### config.mk
export PLATFORM = sky130hd
export DESIGN_NAME = mc_riscv_ctrl_hs
export DESIGN_NICKNAME = d
export VERILOG_FILES = /design/src/rtl/mc_riscv_ctrl_hs.sv
export SDC_FILE = /design/constraint.sdc
export NUM_CORES = 1
export LEC_CHECK = 0
export BUFFER_PORTS_ARGS = -buffer_cell sky130_fd_sc_hd__buf_2
export CORE_MARGIN = 4
export CORE_UTILIZATION = 50
export DETAILED_ROUTE_END_ITERATION = 8
export PLACE_DENSITY = 0.92
export SYNTH_ARGS = -nofsm -noshare
export SYNTH_HDL_FRONTEND = slang
export SYNTH_SLANG_ARGS = --single-unit
### constraint.sdc
create_clock -name CLK -period 2.41 [get_ports CLK]
set_clock_uncertainty 0.2 [all_clocks]
set_input_delay 0.3615 -clock CLK [delete_from_list [all_inputs] [get_ports CLK]]
set_output_delay 0.3615 -clock CLK [all_outputs]
set_load 0.005 [all_outputs]
### src/rtl/mc_riscv_ctrl_hs.sv
// Multicycle RV64I control unit with req/ready memory handshakes.
// Drives datapath load strobes and mux selects; stops in HALT on illegal opcode or memory timeout.
module mc_riscv_ctrl_hs #(
  parameter int unsigned WAIT_W          = 8,
  parameter bit          TIMEOUT_EN      = 1'b1,
  parameter bit          HALT_ON_ILLEGAL = 1'b1
) (
  input  logic        CLK,
  input  logic        RESET,
  input  logic [31:0] IR31_0,
  input  logic        IGUAL,
  input  logic        MAIOR,
  input  logic        MENOR,
  output logic        imem_req,
  input  logic        imem_ready,
  output logic        dmem_req,
  output logic        dmem_we,
  input  logic        dmem_ready,
  output logic        IR_WIRE,
  output logic        LOAD_A,
  output logic        LOAD_B,
  output logic        LOAD_ALU_OUT,
  output logic        LOAD_MDR,
  output logic        BANCO_WIRE,
  output logic        MUX_MR_WIRE,
  output logic        PC_WRITE,
  output logic        PC_SRC,
  output logic [1:0]  ALU_SRCA,
  output logic [2:0]  ALU_SRCB,
  output logic [2:0]  ALU_SELECTOR,
  output logic [4:0]  SAIDA_ESTADO,
  output logic        halt,
  output logic [1:0]  err_code
);

  typedef enum logic [4:0] {
    S_RST      = 5'd0,
    S_FETCH    = 5'd1,
    S_DECODE   = 5'd2,
    S_EXEC_R   = 5'd3,
    S_EXEC_I   = 5'd4,
    S_WB_ALU   = 5'd5,
    S_MEM_ADDR = 5'd6,
    S_MEM_RD   = 5'd7,
    S_WB_MEM   = 5'd8,
    S_MEM_WR   = 5'd9,
    S_BRANCH   = 5'd10,
    S_LUI      = 5'd11,
    S_J1       = 5'd12,
    S_J2       = 5'd13,
    S_HALT     = 5'd31
  } state_t;

  localparam logic [6:0] OP_R      = 7'b0110011;
  localparam logic [6:0] OP_I      = 7'b0010011;
  localparam logic [6:0] OP_LD     = 7'b0000011;
  localparam logic [6:0] OP_SD     = 7'b0100011;
  localparam logic [6:0] OP_BRANCH = 7'b1100011;
  localparam logic [6:0] OP_LUI    = 7'b0110111;
  localparam logic [6:0] OP_JAL    = 7'b1101111;

  localparam logic [2:0] ALU_PASS = 3'b000;
  localparam logic [2:0] ALU_ADD  = 3'b001;
  localparam logic [2:0] ALU_SUB  = 3'b010;
  localparam logic [2:0] ALU_AND  = 3'b011;
  localparam logic [2:0] ALU_XOR  = 3'b110;
  localparam logic [2:0] ALU_CMP  = 3'b111;

  localparam logic [1:0] ERR_NONE    = 2'd0;
  localparam logic [1:0] ERR_ILLEGAL = 2'd1;
  localparam logic [1:0] ERR_TIMEOUT = 2'd2;

  localparam logic [WAIT_W-1:0] WAIT_MAX  = '1;
  localparam logic [WAIT_W-1:0] WAIT_LAST = WAIT_MAX - WAIT_W'(1);

  state_t            state, state_nxt;
  logic [1:0]        err_q, err_nxt;
  logic [WAIT_W-1:0] wait_cnt;
  logic              slt_lt;

  logic [6:0] opcode;
  logic [2:0] funct3;
  logic       funct7_b30;
  logic       is_slt;
  logic [2:0] r_alu_op;
  logic       branch_take;
  logic       stall;
  logic       timeout_hit;
  logic       unused_ir;

  assign opcode     = IR31_0[6:0];
  assign funct3     = IR31_0[14:12];
  assign funct7_b30 = IR31_0[30];
  assign is_slt     = (opcode == OP_R) && (funct3 == 3'b010);
  assign unused_ir  = ^{IR31_0[31], IR31_0[29:15], IR31_0[11:7]};

  always_comb begin
    unique case ({funct7_b30, funct3})
      4'b1_000: r_alu_op = ALU_SUB;
      4'b0_111: r_alu_op = ALU_AND;
      4'b0_100: r_alu_op = ALU_XOR;
      4'b0_010: r_alu_op = ALU_CMP;
      default:  r_alu_op = ALU_ADD;
    endcase
  end

  always_comb begin
    unique case (funct3)
      3'b000:  branch_take = IGUAL;
      3'b001:  branch_take = !IGUAL;
      3'b100:  branch_take = MENOR;
      3'b101:  branch_take = MAIOR | IGUAL;
      default: branch_take = 1'b0;
    endcase
  end

  // Requests are asserted exactly in these states, so a stall is derived from
  // state alone rather than from the request outputs (avoids a comb loop).
  assign stall = ((state == S_FETCH) && !imem_ready) ||
                 (((state == S_MEM_RD) || (state == S_MEM_WR)) && !dmem_ready);
  assign timeout_hit = TIMEOUT_EN && stall && (wait_cnt == WAIT_LAST);

  // NOTE: reset is synchronous, so it sits inside the clocked branch and
  // RESET is not in the sensitivity list.
  always_ff @(posedge CLK) begin
    if (RESET) begin
      state    <= S_RST;
      err_q    <= ERR_NONE;
      wait_cnt <= '0;
      slt_lt   <= 1'b0;
    end else begin
      // NOTE: non-blocking assignments keep every register sampling the
      // pre-edge values, independent of statement order.
      state <= state_nxt;
      err_q <= err_nxt;
      if (state == S_EXEC_R) slt_lt <= MENOR;
      if (!stall)                   wait_cnt <= '0;
      else if (wait_cnt != WAIT_MAX) wait_cnt <= wait_cnt + WAIT_W'(1);
    end
  end

  // NOTE: every output gets a default before the case so no path leaves a
  // signal unassigned, which would infer a latch.
  always_comb begin
    state_nxt    = state;
    err_nxt      = err_q;
    imem_req     = 1'b0;
    dmem_req     = 1'b0;
    dmem_we      = 1'b0;
    IR_WIRE      = 1'b0;
    LOAD_A       = 1'b0;
    LOAD_B       = 1'b0;
    LOAD_ALU_OUT = 1'b0;
    LOAD_MDR     = 1'b0;
    BANCO_WIRE   = 1'b0;
    MUX_MR_WIRE  = 1'b0;
    PC_WRITE     = 1'b0;
    PC_SRC       = 1'b0;
    ALU_SRCA     = 2'd0;
    ALU_SRCB     = 3'd0;
    ALU_SELECTOR = ALU_PASS;
    halt         = 1'b0;

    unique case (state)
      S_RST: state_nxt = S_FETCH;

      S_FETCH: begin
        imem_req     = 1'b1;
        ALU_SRCA     = 2'd0;
        ALU_SRCB     = 3'd1;
        ALU_SELECTOR = ALU_ADD;
        if (imem_ready) begin
          IR_WIRE   = 1'b1;
          PC_WRITE  = 1'b1;
          state_nxt = S_DECODE;
        end else if (timeout_hit) begin
          state_nxt = S_HALT;
          err_nxt   = ERR_TIMEOUT;
        end
      end

      S_DECODE: begin
        LOAD_A       = 1'b1;
        LOAD_B       = 1'b1;
        LOAD_ALU_OUT = 1'b1;
        ALU_SRCA     = 2'd0;
        ALU_SRCB     = 3'd3;
        ALU_SELECTOR = ALU_ADD;
        unique case (opcode)
          OP_R:          state_nxt = S_EXEC_R;
          OP_I:          state_nxt = S_EXEC_I;
          OP_LD, OP_SD:  state_nxt = S_MEM_ADDR;
          OP_BRANCH:     state_nxt = S_BRANCH;
          OP_LUI:        state_nxt = S_LUI;
          OP_JAL:        state_nxt = S_J1;
          default: begin
            if (HALT_ON_ILLEGAL) begin
              state_nxt = S_HALT;
              err_nxt   = ERR_ILLEGAL;
            end else begin
              state_nxt = S_FETCH;
            end
          end
        endcase
      end

      S_EXEC_R: begin
        ALU_SRCA     = 2'd1;
        ALU_SRCB     = 3'd0;
        ALU_SELECTOR = r_alu_op;
        LOAD_ALU_OUT = 1'b1;
        state_nxt    = S_WB_ALU;
      end

      S_EXEC_I: begin
        ALU_SRCA     = 2'd1;
        ALU_SRCB     = 3'd2;
        ALU_SELECTOR = ALU_ADD;
        LOAD_ALU_OUT = 1'b1;
        state_nxt    = S_WB_ALU;
      end

      S_WB_ALU: begin
        BANCO_WIRE = 1'b1;
        // slt writes the flag captured in EXEC_R: zero source with its LSB set to the flag.
        if (is_slt) begin
          ALU_SRCA     = {1'b1, slt_lt};
          ALU_SRCB     = 3'd4;
          ALU_SELECTOR = ALU_PASS;
        end
        state_nxt = S_FETCH;
      end

      S_MEM_ADDR: begin
        ALU_SRCA     = 2'd1;
        ALU_SRCB     = 3'd2;
        ALU_SELECTOR = ALU_ADD;
        LOAD_ALU_OUT = 1'b1;
        state_nxt    = (opcode == OP_LD) ? S_MEM_RD : S_MEM_WR;
      end

      S_MEM_RD: begin
        dmem_req = 1'b1;
        if (dmem_ready) begin
          LOAD_MDR  = 1'b1;
          state_nxt = S_WB_MEM;
        end else if (timeout_hit) begin
          state_nxt = S_HALT;
          err_nxt   = ERR_TIMEOUT;
        end
      end

      S_WB_MEM: begin
        MUX_MR_WIRE = 1'b1;
        BANCO_WIRE  = 1'b1;
        state_nxt   = S_FETCH;
      end

      S_MEM_WR: begin
        dmem_req = 1'b1;
        dmem_we  = 1'b1;
        if (dmem_ready) begin
          state_nxt = S_FETCH;
        end else if (timeout_hit) begin
          state_nxt = S_HALT;
          err_nxt   = ERR_TIMEOUT;
        end
      end

      S_BRANCH: begin
        ALU_SRCA     = 2'd1;
        ALU_SRCB     = 3'd0;
        ALU_SELECTOR = ALU_CMP;
        if (branch_take) begin
          PC_WRITE = 1'b1;
          PC_SRC   = 1'b1;
        end
        state_nxt = S_FETCH;
      end

      S_LUI: begin
        ALU_SRCA     = 2'd2;
        ALU_SRCB     = 3'd2;
        ALU_SELECTOR = ALU_ADD;
        BANCO_WIRE   = 1'b1;
        state_nxt    = S_FETCH;
      end

      S_J1: begin
        ALU_SRCA     = 2'd0;
        ALU_SRCB     = 3'd4;
        ALU_SELECTOR = ALU_ADD;
        BANCO_WIRE   = 1'b1;
        state_nxt    = S_J2;
      end

      S_J2: begin
        PC_WRITE  = 1'b1;
        PC_SRC    = 1'b1;
        state_nxt = S_FETCH;
      end

      S_HALT: halt = 1'b1;

      default: state_nxt = S_RST;
    endcase
  end

  assign SAIDA_ESTADO = state;
  assign err_code     = err_q;

endmodule

==> results of run 1 <==
-- registers in the layout, indices dropped and copies added (netlist names) --
| register | count |
|---|---|
| slt_lt | 1 |
| err_code | 2 |
| wait_cnt | 8 |
| SAIDA_ESTADO | 5 |
-- kinds of logic after synthesis --
group                    count (synthesis)  synth area share [%]
multiplexers                             6                  4.16
AO/OA/AOI/OAI                           48                  25.0
flip-flops                              16                  22.2
adder cells (fa/ha/maj)                  2                  1.73
XOR/XNOR                                 6                  3.64
AND/OR/NAND/NOR                        100                  36.8
buffers and inverters                   21                  6.41
-- timing repair --
action | CTS | global route
pin swaps | 0 | 3
setup endpoints to repair | 2 | 3
hold buffers | 0 | 0
gates resized for setup | 1 | 6
buffers inserted | 0 | 2
-- report_power, final --
part           internal [mW]  switching, mW
clock network         0.0579         0.0706
logic                  0.219          0.266
registers              0.286         0.0338
total                  0.563          0.371
-- final cells by class --
type,count,area share (%)
flip-flops and latches,16,18.4
well taps,31,2.18
repair buffers,58,18.2
multi-input cells,162,58.5
clock buffers,3,1.27
inverters,7,1.48
-- how the worst max path moves through the flow --
| stage | startpoint | to | slack (ns) | depth (start not counted) |
|---|---|---|---|---|
| 3_3_place_gp | SAIDA_ESTADO[1]$_SDFFE_PP0N_ | ALU_SRCA[0] | 0.28 | 6 |
| 2_1_floorplan | IR31_0[14] | PC_WRITE | 0.48 | 6 |
| 5_1_grt | SAIDA_ESTADO[1]$_SDFFE_PP0N_ | ALU_SRCA[0] | -0.07 | 6 |
| 4_1_cts | SAIDA_ESTADO[0]$_SDFFE_PP0N_ | ALU_SELECTOR[2] | 0.0006 | 5 |
| 6_report | SAIDA_ESTADO[1]$_SDFFE_PP0N_ | ALU_SRCA[1] | 0.07 | 7 |
| 3_5_place_dp | SAIDA_ESTADO[1]$_SDFFE_PP0N_ | ALU_SRCA[0] | 0.29 | 6 |
-- routing by layer --
metal	GRT usage, %	routed length [um]	vias to the layer above
met3	3.31	325	6
li1	-	-	810
met2	32.0	1750	75
met5	0	0	-
met1	29.2	1730	739
met4	2.73	33	0
-- cells in the final DEF (no fill, tap or decap), types with 6 or more instances in the layout --
cell,synthesis,routed
sky130_fd_sc_hd__nor2_1,25,24
sky130_fd_sc_hd__buf_2,5,45
sky130_fd_sc_hd__dfxtp_1,16,12
sky130_fd_sc_hd__a21oi_1,15,15
sky130_fd_sc_hd__nand3_1,11,11
sky130_fd_sc_hd__nand2_1,17,17
sky130_fd_sc_hd__inv_1,7,7
sky130_fd_sc_hd__o21ai_0,10,10
sky130_fd_sc_hd__a31oi_1,6,6
sky130_fd_sc_hd__mux2i_1,6,6
sky130_fd_sc_hd__nor3_1,11,11
sky130_fd_sc_hd__nand2b_1,6,6
sky130_fd_sc_hd__buf_4,2,13
-- through the flow --
step	power, mW	hold WS (ns)	utilization (%)
4_1_cts	0.922	0.145	63.4
6_report	0.934	0.151	64.5
2_1_floorplan	0.618	0.263	-
3_5_place_dp	0.793	0.271	62.5
5_1_grt	1.01	0.156	64.5
3_3_place_gp	0.783	0.267	62.5
-- critical path, cell delays in order (launching register included) --
cell	delay, ns
sky130_fd_sc_hd__dfxtp_4	0.35
sky130_fd_sc_hd__and2b_1	0.21
sky130_fd_sc_hd__nand3_1	0.13
sky130_fd_sc_hd__nor4b_2	0.34
sky130_fd_sc_hd__nand3_1	0.15
sky130_fd_sc_hd__buf_4	0.17
sky130_fd_sc_hd__nand2_1	0.05
sky130_fd_sc_hd__buf_2	0.10
==> flow_summary.yaml, run 1 <==
status:
  status: "finished, final reports clean"
clock_tree:
  clock_root_buffer_master: "sky130_fd_sc_hd__clkbuf_4"
  htree_num_levels: 1
  clkSinkCount: 16
  cts_made_buffers: 3
  clock_path_buffers: 2
  cts_tree: "yes"
  insertion_delay_ns: 0.27
  cts.reportedPaths.clkPinSlew_ns: 0.08
final_layout:
  nets: 289
  antennaDiodeCount: 0
  multi_input_area_sq_mm: 0.00104
  layout.filler_cells: 228
  area_overhead_vs_synth_pct: 23.1
  post_layout_nonfiller_instances: 277
  register_area_sq_um: 328
  fin_area_sq_mm: 0.00178
  drive_gt1_share_pct: 32.5
timing:
  final-setup-viol-count: 0
  final-hold-violation-count: 0
  slew_viols_final: 0
  setup_ws_ns: 0.0721
  timing.final.crit_share_pct: 97.0
  fmaxAchievable_mhz: 428
  maxSlewHeadroom_pct: 70.3
  layout_min_cycle_time_ns: 2.34
  timing.setup.tns_ns: 0
  timing_worst_slew_pin_value_ns: 0.444
synthesis:
  synth_top_area_share_pct: 22.2
  mean_syn_cell_area_sq_um: 7.26
  synth-seq-area-share_pct: 22.2
  syn_area_sq_mm: 0.00144
  synth_async_sr_flop_share_pct: 0
  synth_seq_cells: 16
  synth.distinct_cells: 47
  synthFlopType: "sky130_fd_sc_hd__dfxtp_1"
  post-synth-top-area-cell: "sky130_fd_sc_hd__dfxtp_1"
  synth_edf_count: 0
  yosys.cell_count.top_type: "sky130_fd_sc_hd__nor2_1"
  synthTopCellsByCount: "sky130_fd_sc_hd__nor2_1, sky130_fd_sc_hd__nand2_1, sky130_fd_sc_hd__dfxtp_1, sky130_fd_sc_hd__a21oi_1"
  synth.yosys.warnings: 0
  mappedNetlistNets: 240
  synth_area_leaders: "sky130_fd_sc_hd__dfxtp_1, sky130_fd_sc_hd__nor2_1, sky130_fd_sc_hd__a21oi_1, sky130_fd_sc_hd__nand2_1, sky130_fd_sc_hd__mux2i_1"
  post_synthesis_cell_count: 199
setup_path:
  reg2reg_setup_slack_ns: 0.42
  worstRegToRegCells: 5
  arrival_time_worst_endpoint_ns: 1.78
  critical_path.startpoint_type: "register"
  critPathRequiredTime_ns: 1.85
  worst_r2r_startpoint: "SAIDA_ESTADO[2]$_SDFFE_PP0N_"
  rr_endpoint: "wait_cnt[6]$_SDFFE_PP0P_"
  setup.worst_path.end_class: "output pin"
  critPathMaxFanout: 3
  setup.worst_path.class: "register to output pin"
floorplanning:
  core_sq_mm: 0.00276
  chipWidth_um: 61.7
  initial_core_util_pct: 52.4
  ios: 67
  floorplan.rows: 19
  die-height_um: 61.7
  dieArea_sq_mm: 0.00381
detailed_routing:
  antenna_violating_nets_post_route: 0
  drt_iter0_drc: 111
  post-route-drc-count: 0
  finalWirelength_um: 3840
  detail_route.first_pass.iterations: 5
  detailroute.via_count: 1630
  via_per_inst: 5.88
  routed_wire_length_per_instance_um: 13.8
worst_hold_path:
  min-delay-start: "MENOR"
  min_to: "slt_lt$_SDFFE_PP0P_"
  holdCritPathClass: "input port to register"
  whs_path_depth: 3
global_routing:
  grt_remaining_overflow: 0
  gr-usage-all-layers_pct: 20.1
  wire_length_of_the_first_global_routing_pass_um: 6010
  grt_pass1_vias: 1380
  grt_start_max_net_pins: 17
  grt_antenna_before_repair: 0
placement:
  port_buffers: 45
  place.gp.congestion: 0.956
  hpwlAfterDp_um: 2870
  place_ws_ns: 0.289
  placed_cell_area_sq_mm: 0.00172
  instance_count_after_placement_with_tap_cells_included: 272
power:
  p_leak_nw: 0.795
  power_per_cell_area_mw_per_mm2: 525
  vdd.ir_drop.worst_v: 0.000379
job:
  maxCapViolations: 0
Power figures use the tool's default switching activity.
==> run 2, diff against run 1 <==
- CTS_CLUSTER_SIZE: unset -> 12
- RECOVER_POWER: unset -> 50
==> run 2 against run 1 <==
Clock power about the same. Sequential cell count unchanged. Worst hold slack got worse by 0.0021 ns. Die area unchanged. Combinational power decreased by 2%. First-iteration DRC count decreased by 32%. Routed wire length increased by 0.60%. Total power decreased by 1.3%. Sequential power about the same. Maximum frequency increased by 0.57%.
==> flow_summary.yaml, run 2 (synthesis results as in run 1) <==
status:
  status: "finished, final reports clean"
power:
  seqPwrFrac_pct: 34.6
  power_after_layout_mw: 0.921
  power.switching_mw: 0.365
  sw_frac_of_total_pct: 39.6
  p_comb_share_pct: 51.5
  p_leak_nw: 0.766
  cell_internal_pwr_mw: 0.556
  vdd.ir_drop.worst_v: 0.000378
  power.clock.fraction_pct: 13.9
  power_per_cell_area_mw_per_mm2: 528
floorplanning:
  dieArea_sq_mm: 0.00381
  floorplan.rows: 19
  die-height_um: 61.7
  ios: 67
  chipWidth_um: 61.7
  initial_core_util_pct: 52.4
  core_sq_mm: 0.00276
final_layout:
  layout_common_cells: "sky130_fd_sc_hd__buf_2, sky130_fd_sc_hd__nor2_1, sky130_fd_sc_hd__nand2_1"
  layout.filler_cells: 232
  layout.cells.most_common: "sky130_fd_sc_hd__buf_2"
  area_overhead_vs_synth_pct: 20.9
  drive_gt1_share_pct: 30.5
  regMostFlops: "wait_cnt"
  largest_register_ffs: 8
  antennaDiodeCount: 0
  fin_area_sq_mm: 0.00175
  nets: 289
placement:
  port_buffers: 45
  place.gp.congestion: 0.956
  hpwlAfterDp_um: 2870
  place_ws_ns: 0.289
  placed_cell_area_sq_mm: 0.00172
setup_path:
  setup.worst_path.end_class: "output pin"
  path_cells: "and2b_1 > nand3_1 > nor4b_2 > nand3_1 > buf_4 > nand2_1 > buf_2"
  critPathRequiredTime_ns: 1.85
  cp_top_family: "simple AND/OR/NAND/NOR gates"
  setup.worst_path.class: "register to output pin"
  timing.critical_path.buf_inv: 2
  critical_path.startpoint_type: "register"
  cpMaxStageDelayCell: "sky130_fd_sc_hd__dfxtp_1"
  critical-path-max-stage-delay_ns: 0.33
  critPathMaxFanout: 3
  critical_path.most_common_cell: "sky130_fd_sc_hd__nand3_1"
  arrival_time_worst_endpoint_ns: 1.76
detailed_routing:
  via_per_inst: 5.82
  top_layer_reached_by_signal_wires: "met4"
  antenna_violating_nets_post_route: 0
  post-route-drc-count: 0
  routed_wire_length_per_instance_um: 13.9
  detail_route.first_pass.iterations: 4
  wl_met3_um: 332
  detailroute.via_count: 1613
  drt_iter0_drc: 76
  met2_wirelength_um: 1770
  finalWirelength_um: 3860
  met1_wl_um: 1740
clock_tree:
  clkSinkCount: 16
  cts_made_buffers: 3
  htree_num_levels: 1
  clock_root_buffer_master: "sky130_fd_sc_hd__clkbuf_4"
  cts.reportedPaths.clkPinSlew_ns: 0.08
  insertion_delay_ns: 0.27
  cts_tree: "yes"
  clock_path_buffers: 2
global_routing:
  grt_pass1_vias: 1380
  gr-usage-all-layers_pct: 20.1
  wire_length_of_the_first_global_routing_pass_um: 6010
  grt_remaining_overflow: 0
  grt_start_max_net_pins: 17
  grt_antenna_before_repair: 0
timing:
  setup_ws_ns: 0.0854
  timing_worst_slew_pin_value_ns: 0.622
  fmaxAchievable_mhz: 430
  layout_min_cycle_time_ns: 2.32
  slew_viols_final: 0
  maxSlewHeadroom_pct: 58.1
  timing.final.crit_share_pct: 96.5
  final-setup-viol-count: 0
  final-hold-violation-count: 0
job:
  maxCapViolations: 0
worst_hold_path:
  holdCritPathClass: "input port to register"
==> run 2: changes by cell type in the layout (fill, tap and decap cells not counted), sizes merged <==
cell    previous run  this run
buf               58        53
clkbuf             3         8
==> run 2: through the flow <==
step	std cells	hold WS, ns	utilization (%)	setup TNS, ns
after floorplan	199	0.263	-	0
final	277	0.149	63.3	0
after CTS	275	0.145	63.4	0
after global placement	272	0.267	62.5	0
after detailed placement	272	0.271	62.5	0
after global routing	277	0.156	63.3	-0.119
==> run 2: power groups by stage <==
stage / logic, mW / clock network [mW] / registers (mW)
after global placement: 0.456 / 0 / 0.327
after CTS: 0.466 / 0.133 / 0.324
after floorplan: 0.308 / 0 / 0.310
final: 0.475 / 0.128 / 0.319
after global routing: 0.531 / 0.146 / 0.323
after detailed placement: 0.464 / 0 / 0.329
==> run 2: worst min-delay path, cell delays in order <==
cell	delay [ns]
sky130_fd_sc_hd__buf_2	0.09
sky130_fd_sc_hd__mux2i_1	0.07
sky130_fd_sc_hd__nor2_1	0.07
==> run 2: area by class of cell <==
cell class              instances  area [sq um]  area share (%)
repair buffers                 58           318            18.2
multi-input cells             162          1020            58.2
clock buffers                   3          22.5            1.29
inverters                       7          26.3            1.51
well taps                      31          38.8            2.22
flip-flops and latches         16           324            18.6
==> run 2: worst paths after layout <==
path,start,to,slack (ns),depth (start not counted)
hold reg to reg,err_code[1]$_SDFFE_PP0P_,err_code[1]$_SDFFE_PP0P_,0.28,2
setup reg to reg,SAIDA_ESTADO[2]$_SDFFE_PP0N_,wait_cnt[6]$_SDFFE_PP0P_,0.26,5
hold / removal,MENOR,slt_lt$_SDFFE_PP0P_,0.15,3
setup / recovery,SAIDA_ESTADO[1]$_SDFFE_PP0N_,ALU_SRCA[1],0.09,7
==> run 2: what timing repair did <==
item	in CTS	in global routing
pin swaps	0	3
hold buffers	0	0
setup endpoints to repair	2	3
setup buffers	0	2
gates resized for setup	1	6
==> run 2: per-layer routing <==
| metal | vias to the layer above | GRT usage (%) |
|---|---|---|
| met5 | - | 0 |
| met4 | 0 | 2.73 |
| met3 | 4 | 3.31 |
| met2 | 77 | 32.0 |
| met1 | 725 | 29.2 |
| li1 | 807 | - |
==> run 3, diff against run 2 <==
==> constraint.sdc (replaced) <==
create_clock -name CLK -period 2.41 [get_ports CLK]
set_clock_uncertainty 0.2 [all_clocks]
set_input_delay 0 -clock CLK [delete_from_list [all_inputs] [get_ports CLK]]
set_output_delay 0 -clock CLK [all_outputs]
set_load 0.005 [all_outputs]
==> run 3 against run 2 <==
Combinational power decreased by 6.3%. Worst hold slack got worse by 0.11 ns. Die area unchanged. Sequential cell count unchanged. Largest power group unchanged.
==> flow_summary.yaml, run 3 (synthesis results as in run 1) <==
clock_tree:
  clock_root_buffer_master: "sky130_fd_sc_hd__clkbuf_4"
  cts_made_buffers: 3
  cts.reportedPaths.clkPinSlew_ns: 0.09
  insertion_delay_ns: 0.29
  clock_path_buffers: 2
  cts_tree: "yes"
  clkSinkCount: 16
  htree_num_levels: 1
  postCtsSetupBuffers: 0
timing:
  timing_worst_slew_pin_value_ns: 0.558
  rsz0062_at_grt: "false"
  maxSlewHeadroom_pct: 62.8
  final-hold-violation-count: 0
  slew_viols_final: 0
  layout_min_cycle_time_ns: 2.21
  timing.final.crit_share_pct: 91.9
  fmaxAchievable_mhz: 452
  setup_ws_ns: 0.195
  timing.setup.tns_ns: 0
  fin_hold_ws_ns: 0.0427
  final-setup-viol-count: 0
final_layout:
  post_layout_nonfiller_instances: 274
  layout.cells.most_common: "sky130_fd_sc_hd__buf_2"
  largest_register_ffs: 8
  area_overhead_vs_synth_pct: 20.2
  layout_common_cells: "sky130_fd_sc_hd__buf_2, sky130_fd_sc_hd__nor2_1, sky130_fd_sc_hd__nand2_1"
  post-route-util_pct: 62.9
  antennaDiodeCount: 0
  layout.filler_cells: 249
  regMostFlops: "wait_cnt"
  fin_area_sq_mm: 0.00174
  nets: 285
  drive_gt1_share_pct: 23.5
floorplanning:
  ios: 67
  floorplan.rows: 19
  die-height_um: 61.7
  dieArea_sq_mm: 0.00381
  initial_core_util_pct: 52.4
  core_sq_mm: 0.00276
  chipWidth_um: 61.7
setup_path:
  worst_r2r_startpoint: "SAIDA_ESTADO[1]$_SDFFE_PP0N_"
  setup.worst_path.class: "register to output pin"
  setup.worst_path.end_class: "output pin"
  arrival_time_worst_endpoint_ns: 2.01
  timing.critical_path.buf_inv: 2
  cpMaxStageDelayCell: "sky130_fd_sc_hd__dfxtp_1"
  path_cells: "clkbuf_1 > nor2_1 > and3_1 > and2_0 > or2_1 > buf_2"
  critPathMaxFanout: 12
  critical_path.startpoint_type: "register"
  cp_top_family: "simple AND/OR/NAND/NOR gates"
  startpoint: "SAIDA_ESTADO[4]$_SDFFE_PP0N_"
  critPathRequiredTime_ns: 2.21
  critical-path-max-stage-delay_ns: 0.58
global_routing:
  grt_antenna_before_repair: 0
  grt_pass1_vias: 1369
  grt_remaining_overflow: 0
  gr-usage-all-layers_pct: 20.2
  wire_length_of_the_first_global_routing_pass_um: 5990
  grt_start_max_net_pins: 19
detailed_routing:
  via_per_inst: 5.96
  routed_wire_length_per_instance_um: 13.9
  drt_iter0_drc: 136
  post-route-drc-count: 0
  antenna_violating_nets_post_route: 0
  detailroute.via_count: 1634
  met2_wirelength_um: 1770
  met1_wl_um: 1600
  finalWirelength_um: 3810
  top_layer_reached_by_signal_wires: "met4"
  detail_route.first_pass.iterations: 4
  wl_met3_um: 396
worst_hold_path:
  holdCritPathClass: "input port to register"
  min-delay-start: "imem_ready"
placement:
  place.gp.congestion: 0.962
  instance_count_after_placement_with_tap_cells_included: 267
  place_ws_ns: 0.378
  port_buffers: 45
  placed_cell_area_sq_mm: 0.00169
  hpwlAfterDp_um: 2950
power:
  vdd.ir_drop.worst_v: 0.000433
  power_per_cell_area_mw_per_mm2: 546
  p_leak_nw: 0.730
  power_after_layout_mw: 0.948
status:
  status: "finished, final reports clean"
job:
  maxCapViolations: 0
run 3: cell types whose count changed in the layout (fill, tap and decap cells not counted), moves of 3 or more:
cell,before,now
sky130_fd_sc_hd__dfxtp_1,13,16
sky130_fd_sc_hd__dfxtp_2,3,0
sky130_fd_sc_hd__buf_2,40,36
sky130_fd_sc_hd__buf_4,13,3
sky130_fd_sc_hd__dlygate4sd3_1,0,3
sky130_fd_sc_hd__clkbuf_1,4,11
run 3: power by group:
| group | internal [mW] | switching (mW) | total, mW |
|---|---|---|---|
| Clock | 0.0920 | 0.0862 | 0.178 |
| Sequential | 0.283 | 0.0413 | 0.325 |
| Combinational | 0.189 | 0.255 | 0.445 |
run 3: timing repair:
item / CTS / global route
hold buffers: 3 / 0
hold endpoints to repair: 8 / 0
resized for setup: 0 / 1
endpoints found under the setup margin: 0 / 1
run 3: cell type report:
class	instances	area [sq um]	share of cell area, %
flip-flops and latches	16	320	18.5
well taps	31	38.8	2.24
clock buffers	4	36.3	2.09
repair buffers	54	279	16.1
inverters	7	26.3	1.51
multi-input cells	162	1030	59.6
run 3: layer usage:
metal	vias up	track usage, %
li1	804	-
met1	730	29.7
met2	94	31.1
met3	6	2.48
met4	0	5.15
met5	-	0
run 3: final timing paths:
check | endpoint | slack, ns | cells after the start
setup / recovery | PC_WRITE | 0.20 | 6
hold / removal | SAIDA_ESTADO[1]$_SDFFE_PP0N_ | 0.04 | 5
setup reg to reg | wait_cnt[6]$_SDFFE_PP0P_ | 0.25 | 4
hold reg to reg | wait_cnt[4]$_SDFFE_PP0P_ | 0.29 | 2
run 3: worst reg2reg max path: cells and delay by family (launching register included):
family	cells	cell delay [ns]
and+or+nand+nor	3	0.82
DFF	1	0.60
AOI/OAI and AO/OA	1	0.48
